File: src/rtl/prog_rom_seq_pkg.sv
// prog_rom_seq_pkg
// Shared definitions for the programmable ROM sequencer:
//   OPC_W                          opcode field width
//   OP_INC/OP_JNO/OP_HLT/OP_NOP    opcode encodings
//   state_t                        sequencer FSM states
package prog_rom_seq_pkg;

  localparam int OPC_W = 2;

  localparam logic [OPC_W-1:0] OP_INC = 2'b00;
  localparam logic [OPC_W-1:0] OP_JNO = 2'b01;
  localparam logic [OPC_W-1:0] OP_HLT = 2'b10;
  localparam logic [OPC_W-1:0] OP_NOP = 2'b11;

  typedef enum logic [1:0] {
    IDLE  = 2'd0,
    FETCH = 2'd1,
    EXEC  = 2'd2,
    HALT  = 2'd3
  } state_t;

endpackage

File: src/rtl/prog_rom_mem.sv
// prog_rom_mem
// Program storage: 2**ADDR_W words of {opcode, target}, synchronous write,
// registered read. Contents are never reset.
// Ports:
//   clk    in   clock, rising edge
//   we     in   write strobe
//   waddr  in   write address
//   wdata  in   write data {opcode, target}
//   re     in   read enable; rdata updates only when set
//   raddr  in   read address
//   rdata  out  registered read data
module prog_rom_mem
  import prog_rom_seq_pkg::*;
#(
  parameter int ADDR_W = 2
) (
  input  logic                    clk,
  input  logic                    we,
  input  logic [ADDR_W-1:0]       waddr,
  input  logic [OPC_W+ADDR_W-1:0] wdata,
  input  logic                    re,
  input  logic [ADDR_W-1:0]       raddr,
  output logic [OPC_W+ADDR_W-1:0] rdata
);

  localparam int DEPTH  = 2 ** ADDR_W;
  localparam int WORD_W = OPC_W + ADDR_W;

  logic [WORD_W-1:0] mem_q [DEPTH];
  logic [WORD_W-1:0] rdata_q;

  always_ff @(posedge clk) begin
    if (we) begin
      mem_q[waddr] <= wdata;
    end
    if (re) begin
      rdata_q <= mem_q[raddr];
    end
  end

  assign rdata = rdata_q;

endmodule

File: src/rtl/prog_rom_seq.sv
// prog_rom_seq
// Self-running fetch/execute sequencer over a writable program memory.
// Each instruction takes two cycles (FETCH reads mem[pc] into the
// instruction register, EXEC performs it).
// Optional feature macro: ROM_SEQ_WDOG_EN (instruction-count watchdog).
// Ports:
//   clk        in   clock, rising edge
//   rst_n      in   asynchronous active-low reset
//   start      in   run request, accepted in IDLE or HALT
//   prog_we    in   program write strobe, honoured in IDLE or HALT
//   prog_addr  in   program write address
//   prog_data  in   program word {opcode, target}
//   busy       out  high in FETCH/EXEC
//   done       out  high in HALT
//   pc         out  program counter
//   acc        out  accumulator
//   ovf        out  carry out of the most recent INC
//   wdog_to    out  watchdog timeout flag
module prog_rom_seq
  import prog_rom_seq_pkg::*;
#(
  parameter int DATA_W     = 4,
  parameter int ADDR_W     = 2,
  parameter int WDOG_STEPS = 64
) (
  input  logic                    clk,
  input  logic                    rst_n,
  input  logic                    start,
  input  logic                    prog_we,
  input  logic [ADDR_W-1:0]       prog_addr,
  input  logic [OPC_W+ADDR_W-1:0] prog_data,
  output logic                    busy,
  output logic                    done,
  output logic [ADDR_W-1:0]       pc,
  output logic [DATA_W-1:0]       acc,
  output logic                    ovf,
  output logic                    wdog_to
);

  localparam int WORD_W = OPC_W + ADDR_W;

  state_t              state_q, state_d;
  logic [ADDR_W-1:0]   pc_q, pc_d;
  logic [DATA_W-1:0]   acc_q, acc_d;
  logic                ovf_q, ovf_d;

  logic [WORD_W-1:0]   ir;
  logic [OPC_W-1:0]    opcode;
  logic [ADDR_W-1:0]   target;
  logic [DATA_W:0]     inc_sum;
  logic [ADDR_W-1:0]   pc_inc;
  logic                ctrl_free;
  logic                start_ok;
  logic                mem_we;
  logic                wdog_fire;

  // Loading and starting are only legal while the engine is parked.
  assign ctrl_free = (state_q == IDLE) || (state_q == HALT);
  assign start_ok  = start && ctrl_free;
  assign mem_we    = prog_we && ctrl_free;

  prog_rom_mem #(
    .ADDR_W (ADDR_W)
  ) u_mem (
    .clk   (clk),
    .we    (mem_we),
    .waddr (prog_addr),
    .wdata (prog_data),
    .re    (state_q == FETCH),
    .raddr (pc_q),
    .rdata (ir)
  );

  assign opcode  = ir[WORD_W-1 -: OPC_W];
  assign target  = ir[ADDR_W-1:0];
  assign inc_sum = {1'b0, acc_q} + {{DATA_W{1'b0}}, 1'b1};
  assign pc_inc  = pc_q + ADDR_W'(1);

`ifdef ROM_SEQ_WDOG_EN
  localparam int STEP_W = $clog2(WDOG_STEPS + 1);

  logic [STEP_W-1:0] step_q, step_d;
  logic              wdog_q, wdog_d;

  // The EXEC that completes the WDOG_STEPS-th instruction still executes,
  // then parks in HALT instead of fetching again. A real HLT wins.
  assign wdog_fire = (state_q == EXEC) && (opcode != OP_HLT) &&
                     (step_q == STEP_W'(WDOG_STEPS - 1));

  always_comb begin
    step_d = step_q;
    wdog_d = wdog_q;
    if (start_ok) begin
      step_d = '0;
      wdog_d = 1'b0;
    end else if (state_q == EXEC) begin
      if (step_q != STEP_W'(WDOG_STEPS)) begin
        step_d = step_q + STEP_W'(1);
      end
      if (wdog_fire) begin
        wdog_d = 1'b1;
      end
    end
  end

  always_ff @(posedge clk or negedge rst_n) begin
    if (!rst_n) begin
      step_q <= '0;
      wdog_q <= 1'b0;
    end else begin
      step_q <= step_d;
      wdog_q <= wdog_d;
    end
  end

  assign wdog_to = wdog_q;
`else
  assign wdog_fire = 1'b0;
  // WDOG_STEPS is kept on the interface so both builds share one port map.
  assign wdog_to   = 1'b0 & (WDOG_STEPS > 0);
`endif

  always_comb begin
    state_d = state_q;
    pc_d    = pc_q;
    acc_d   = acc_q;
    ovf_d   = ovf_q;
    unique case (state_q)
      IDLE, HALT: begin
        if (start_ok) begin
          state_d = FETCH;
          pc_d    = '0;
          acc_d   = '0;
          ovf_d   = 1'b0;
        end
      end
      FETCH: begin
        state_d = EXEC;
      end
      EXEC: begin
        state_d = FETCH;
        case (opcode)
          OP_INC: begin
            {ovf_d, acc_d} = inc_sum;
            pc_d           = pc_inc;
          end
          OP_JNO: begin
            pc_d = ovf_q ? pc_inc : target;
          end
          OP_HLT: begin
            state_d = HALT;
          end
          default: begin
            pc_d = pc_inc;
          end
        endcase
        if (wdog_fire) begin
          state_d = HALT;
        end
      end
      default: begin
        state_d = IDLE;
      end
    endcase
  end

  always_ff @(posedge clk or negedge rst_n) begin
    if (!rst_n) begin
      state_q <= IDLE;
      pc_q    <= '0;
      acc_q   <= '0;
      ovf_q   <= 1'b0;
    end else begin
      state_q <= state_d;
      pc_q    <= pc_d;
      acc_q   <= acc_d;
      ovf_q   <= ovf_d;
    end
  end

  assign busy = (state_q == FETCH) || (state_q == EXEC);
  assign done = (state_q == HALT);
  assign pc   = pc_q;
  assign acc  = acc_q;
  assign ovf  = ovf_q;

endmodule

File: config.mk
export PLATFORM = sky130hd
export DESIGN_NAME = prog_rom_seq
export DESIGN_NICKNAME = d
export VERILOG_FILES = /design/src/rtl/prog_rom_seq_pkg.sv /design/src/rtl/prog_rom_mem.sv /design/src/rtl/prog_rom_seq.sv
export SDC_FILE = /design/constraint.sdc
export NUM_CORES = 1
export LEC_CHECK = 0
export BUFFER_PORTS_ARGS = -buffer_cell sky130_fd_sc_hd__buf_2
export CAP_MARGIN = 10
export CORE_MARGIN = 2
export CORE_UTILIZATION = 49
export CTS_CLUSTER_DIAMETER = 150
export DETAILED_ROUTE_END_ITERATION = 12
export PLACE_DENSITY = 0.73
export SYNTH_ARGS = -nofsm -noshare
export SYNTH_HDL_FRONTEND = slang
export SYNTH_SLANG_ARGS = --single-unit
File: constraint.sdc
create_clock -name clk -period 1.98 [get_ports clk]
set_clock_uncertainty 0.1 [all_clocks]
set_input_delay 0.099 -clock clk [delete_from_list [all_inputs] [get_ports clk]]
set_output_delay 0.099 -clock clk [all_outputs]
set_load 0.01 [all_outputs]
==> qor.csv, run 1 <==
stage,metric,value,unit
setup_path,r2r_start,state_q[0],
sta,max_freq,547,MHz
setup_path,worstSetupPathType,flip-flop to flip-flop,
power_and_ir_drop,power_density,1320,mW/mm^2
logic_synthesis,synth-seq-cells,29,
logic_synthesis,syn_avg_cell_area,14.1,sq um
die,die_area,0.00310,sq mm
cts,root_buffer,clkbuf_4,
sta,finalCritPeriodShare,92.4,%
power_and_ir_drop,peakVddDrop,880,uV
global_routing,antenna_found_initial,0,
die,dieWidth,55.7,um
setup_path,startpoint_type,flip-flop,
sta,hold_viol_final,0,
drt,antenna_left,0,
cells_and_area,antenna_cells,0,
placement,gp_congestion,0.746,
power_and_ir_drop,power.leakage,0.662,nW
die,coreArea,0.00250,sq mm
min_path,min_from,prog_addr[0],
placement,placed_area,0.00144,sq mm
cells_and_area,multi_input_area,427,sq um
die,fp-row-count,18,
sta,min_period,1.83,ns
min_path,hold_path_class,primary input to flip-flop,
status,status,"finished, final reports clean",
global_routing,grt_pass1_vias,846,
die,io_pins,20,
run,drv_cap,0,
drt,avgViaCountPerCell,5.36,
cts,clock-sinks,29,
logic_synthesis,synth_nets,108,
setup_path,startpoint,state_q[0],
cells_and_area,layout-drive-gt1-share,30.7,%
drt,firstDrtPassIters,5,
global_routing,gr-total-overflow,0,
cts,h-tree-depth,2,
cts,tritoncts,done,
drt,vias,841,
sta,tns,0,ns
drt,route.detailed.drc,0,
logic_synthesis,yosysWarnings,0,
sta,report.final.slew_viol_count,0,
drt,drt-total-wl,2.28,mm
placement,dp_hpwl,1.68,mm
global_routing,grt_pass1_wl,3.64,mm
cells_and_area,nFillCells,192,
cells_and_area,syn_to_final_growth,21.6,%
drt,post_drt_wl_per_cell,14.5,um
sta,setup_violations,0,
setup_path,cp_data_arrival_time,1.98,ns
setup_path,end_kind,flip-flop,
logic_synthesis,seq_area_frac_synth,63.1,%
placement,io_buffers,18,
cells_and_area,nets,141,
cts,post_cts_resize_count,0,
setup_path,crit_path_max_fanout,5,
cts,cts_max_path_buffers,2,
logic_synthesis,synth_cells,93,
cts,clk_pin_slew_worst_paths,0.10,ns
logic_synthesis,syn_area,0.00131,sq mm
die,initial_utilization,52.4,%
cells_and_area,seq_area,826,sq um
sta,rsz0062_at_grt,false,
global_routing,track_usage,15.6,%
drt,drt_iter0_markers,27,
logic_synthesis,synth_cell_types,30,
cts,insertion_delay,0.32,ns
die,die_h,55.7,um
global_routing,grt_start_max_net_pins,12,
cells_and_area,stdcell_area,0.00159,sq mm
cts,cts_made_buffers,5,
setup_path,critical_path_required,2.13,ns
critical path, stage by stage, from the launching register on:
cell and delay, ns:
dfrtp_1 0.38, inv_1 0.08, ha_1 0.35, mux2i_2 0.20
or4_1 0.51, a2bb2oi_1 0.14
power by group:
group / switching (mW) / internal, mW / leakage (nW)
sequential: 0.0975 / 0.796 / 0.304
combinational: 0.372 / 0.353 / 0.316
clock: 0.219 / 0.267 / 0.0414
layer usage:
metal  GRT usage (%)  vias up  part of all wire, %
met5               0        -                    0
met1            16.7      404                   41
met2            28.2       23                   53
met4            5.23        0                 0.97
met3            5.58        4                  4.6
li1                -      410                    -
worst paths after layout:
kind / end / slack, ns / cells past startpoint
max: acc[3] / 0.15 / 5
max reg2reg: acc[3] / 0.15 / 5
min: u_mem.mem_q[2][2] / 0.04 / 2
min reg2reg: acc[2] / 0.43 / 1
max in group asynchronous: pc[1] / 1.56 / 2
min in group asynchronous: ovf / 0.05 / 2
registers in the layout (all words and copies together), names as in the netlist:
name,cells
u_mem.mem_q,16
acc,4
u_mem.rdata,4
pc,2
state_q,2
ovf,1
cell families (layout without fill, tap and decap cells):
| logic type | after synthesis | in the layout | synth area share (%) |
|---|---|---|---|
| AOI/OAI and AO/OA | 18 | 18 | 8.51 |
| other | 1 | 1 | 0.287 |
| DFF | 29 | 29 | 63.1 |
| adders and majority gates | 5 | 5 | 4.78 |
| and+or+nand+nor | 23 | 23 | 9.56 |
| muxes | 7 | 7 | 9.46 |
| buffers and inverters | 10 | 44 | 4.30 |
final cells by class:
| cell class | instances | area share (%) |
|---|---|---|
| sequential | 29 | 51.9 |
| multi-input combinational | 54 | 26.8 |
| timing repair buffer | 30 | 12.3 |
| clock inverter | 3 | 2.91 |
| clock buffer | 5 | 2.36 |
| tap | 30 | 2.36 |
| inverter | 6 | 1.42 |
per-stage QoR:
stage / total power, mW / instances / utilization [%] / hold WS, ns / worst slack, ns
finish: 2.11 / 157 / 63.7 / 0.0405 / 0.151
global route: 2.24 / 157 / 63.7 / 0.0537 / 0.0168
floorplan: 1.41 / 93 / - / -0.297 / 0.144
global placement: 1.57 / 142 / 57.6 / -0.141 / 0.218
CTS: 2.10 / 156 / 63.4 / 0.0384 / 0.106
detailed placement: 1.61 / 142 / 57.6 / -0.135 / 0.135
what timing repair did:
action                                  CTS  global route
endpoints found under the hold margin    26             0
endpoints found under the setup margin    0             1
setup buffers                             0             1
hold buffers                              6             0
Yosys cell counts:
| cell | n | share of area, % |
|---|---|---|
| edfxtp_1 | 20 | 46 |
| dfrtp_1 | 9 | 17 |
| inv_1 | 6 | 1.7 |
| o21ai_0 | 6 | 2.3 |
| ha_1 | 5 | 4.8 |
| nand2_1 | 5 | 1.4 |
| mux4_2 | 4 | 6.9 |
| nor2b_1 | 4 | 1.9 |
| a21oi_1 | 3 | 1.1 |
| nor2_1 | 3 | 0.86 |
| o22ai_1 | 3 | 1.4 |
| o31ai_1 | 3 | 1.7 |
| buf_6 | 2 | 1.7 |
| mux2i_1 | 2 | 1.5 |
| nand3_1 | 2 | 0.76 |
| nor3_1 | 2 | 0.76 |
| a221oi_1 | 1 | 0.67 |
| a2bb2oi_1 | 1 | 0.67 |
| buf_4 | 1 | 0.57 |
| clkbuf_1 | 1 | 0.29 |
| conb_1 | 1 | 0.29 |
| mux2i_2 | 1 | 1.1 |
| nand2b_1 | 1 | 0.48 |
| nand3b_1 | 1 | 0.57 |
| nand4_1 | 1 | 0.48 |
| o21a_1 | 1 | 0.57 |
| or2_2 | 1 | 0.48 |
| or2b_1 | 1 | 0.57 |
| or3b_2 | 1 | 0.67 |
| or4_1 | 1 | 0.57 |
layout by cell type, fill, tap and decap left out, drive strengths merged, types with 4 or more instances in the layout:
cell | synthesis | final
buf | 3 | 24
edfxtp | 20 | 20
dfrtp | 9 | 9
inv | 6 | 6
o21ai | 6 | 6
dlygate4sd3 | 0 | 6
nand2 | 5 | 5
ha | 5 | 5
clkbuf | 1 | 5
mux4 | 4 | 4
nor2b | 4 | 4
(Power assumes the default switching activity.)
==> run 2, diff against run 1 <==
==> constraint.sdc (replaced) <==
create_clock -name clk -period 1.98 [get_ports clk]
set_clock_uncertainty 0.1 [all_clocks]
set_input_delay 0.297 -clock clk [delete_from_list [all_inputs] [get_ports clk]]
set_output_delay 0.297 -clock clk [all_outputs]
set_load 0.01 [all_outputs]
==> qor.csv, run 2 (synthesized netlist as in run 1, its figures left out) <==
stage,metric,value,unit,change
die,coreArea,0.00250,sq mm,unchanged
cells_and_area,nFillCells,194,,+1.0%
die,initial_utilization,52.4,%,unchanged
min_path,hold_path_class,primary input to flip-flop,,
cells_and_area,final_common_cell,edfxtp_1,,
drt,avgViaCountPerCell,5.40,,+0.83%
global_routing,track_usage,15.3,%,-0.25 points
cells_and_area,antenna_cells,0,,unchanged
setup_path,startpoint_type,flip-flop,,
cts,post_cts_resize_count,0,,unchanged
sta,tns,0,ns,unchanged
setup_path,cpPeakStageDelay,0.38,ns,-0.13 ns
run,drv_cap,0,,unchanged
sta,finalCritPeriodShare,93.5,%,+1.1 points
setup_path,cp_cell_sequence,inv_1 -> ha_1 -> buf_4 -> inv_1 -> buf_2,,
sta,report.final.slew_viol_count,0,,unchanged
cts,clk_pin_slew_worst_paths,0.10,ns,about the same
setup_path,critical_path_required,1.58,ns,-0.55 ns
drt,firstDrtPassIters,5,,unchanged
sta,hold_viol_final,0,,unchanged
sta,rsz0062_at_grt,false,,
setup_path,r2r_start,state_q[0],,
min_path,min_from,prog_data[0],,
drt,drt-total-wl,2.22,mm,-2.6%
placement,io_buffers,18,,unchanged
cells_and_area,nets,136,,-3.5%
setup_path,cp_data_arrival_time,1.45,ns,-0.53 ns
cells_and_area,top_register,u_mem.mem_q,,
cts,h-tree-depth,2,,unchanged
global_routing,top_usage_layer,met2,,
global_routing,grtUsageMet2,27.4,%,-0.85 points
drt,vias,821,,-2.4%
cts,tritoncts,done,,
global_routing,grt_use_met1,16.7,%,unchanged
drt,antenna_left,0,,unchanged
sta,max_freq,540,MHz,-1.2%
placement,dp_cells,142,,unchanged
global_routing,grt_pass1_vias,830,,-1.9%
drt,route.detailed.drc,0,,unchanged
die,fp-row-count,18,,unchanged
min_path,hold-path-cell-count,1,,-1
cells_and_area,largest_reg_flops,16,,unchanged
global_routing,antenna_found_initial,0,,unchanged
setup_path,slowest_stage,dfrtp_1,,
setup_path,rr_worst_depth,5,,unchanged
global_routing,grt_start_max_net_pins,12,,unchanged
placement,placed_area,0.00144,sq mm,unchanged
die,die_h,55.7,um,unchanged
placement,gp_congestion,0.746,,unchanged
placement,dp_hpwl,1.68,mm,unchanged
status,status,"finished, final reports clean",,
placement,pre_cts_ws,0.135,ns,unchanged
global_routing,use_met3,5.58,%,unchanged
cts,root_buffer,clkbuf_4,,
setup_path,path_common_cell,inv_1,,
cells_and_area,instances_no_fill,152,,-3.2%
cells_and_area,final_util,61.7,%,-2.0 points
setup_path,worst-path-buf-inv,4,,+3
sta,worst_slack,0.129,ns,-0.0216 ns
setup_path,r2r-end,acc[3],,
setup_path,crit_path_max_fanout,6,,+1
power_and_ir_drop,power.leakage,0.641,nW,-3.2%
drt,post_drt_wl_per_cell,14.6,um,+0.61%
sta,hold-worst-slack,0.0862,ns,+0.0457 ns
cells_and_area,syn_to_final_growth,17.8,%,
power_and_ir_drop,power,2.10,mW,-0.38%
sta,setup_violations,0,,unchanged
cells_and_area,stdcell_area,0.00154,sq mm,-3.1%
cts,insertion_delay,0.32,ns,about the same
cts,cts_made_buffers,5,,unchanged
cts,clock-sinks,29,,unchanged
cells_and_area,layout-drive-gt1-share,32.0,%,+1.3 points
global_routing,grt_pass1_wl,3.58,mm,-1.5%
die,io_pins,20,,unchanged
power_and_ir_drop,peakVddDrop,877,uV,-0.33%
setup_path,r2r_setup_slack,0.15,ns,about the same
die,die_area,0.00310,sq mm,unchanged
sta,min_period,1.85,ns,+0.0216 ns
global_routing,gr-total-overflow,0,,unchanged
die,dieWidth,55.7,um,unchanged
min_path,min_to,u_mem.mem_q[0][0],,
drt,drt_iter0_markers,20,,-26%
power_and_ir_drop,power_density,1360,mW/mm^2,+2.9%
setup_path,end_kind,primary output,,
cts,cts_max_path_buffers,2,,unchanged
cells_and_area,layout.cells.most_common_list,"20 x edfxtp_1, 18 x buf_2, 9 x dfrtp_1",,
setup_path,cp_top_family,buffers and inverters,,
setup_path,worstSetupPathType,flip-flop to primary output,,
[run 2: worst max path at each step]
stage | startpoint | to | slack [ns] | cells after the start
after detailed placement | state_q[0] | acc[3] | 0.14 | 5
after CTS | state_q[0] | busy | 0.08 | 5
after floorplan | state_q[0] | acc[3] | 0.14 | 6
after global routing | state_q[0] | acc[3] | 0.02 | 5
after global placement | state_q[0] | acc[3] | 0.22 | 5
final | state_q[0] | busy | 0.13 | 5
[run 2: area by class of cell]
type                            count  area (sq um)  share of cell area [%]
Clock inverter                      3          46.3                    3.00
Inverter                            6          22.5                    1.46
Timing Repair Buffer               25           145                    9.42
Clock buffer                        5          37.5                    2.44
Multi-Input combinational cell     54           427                    27.7
Sequential cell                    29           826                    53.6
Tap cell                           30          37.5                    2.44
[run 2: repair_timing]
action                     in CTS  in global routing
buffers inserted                0                  1
hold endpoints to repair        9                  0
hold buffers                    1                  0
setup endpoints to repair       0                  1
[run 2: routing by layer]
layer  share of wire [%]  vias to the layer above  wire length, um
li1                    -                      399                -
met1                  41                      395              912
met2                  53                       23             1170
met3                 5.0                        4              112
met4                0.99                        0               22
met5                   0                        -                0
[run 2: report_power, final]
part	switching, mW	internal [mW]	leakage [nW]
Sequential	0.0975	0.796	0.304
Combinational	0.371	0.347	0.295
Clock	0.219	0.267	0.0414
Total	0.688	1.41	0.641
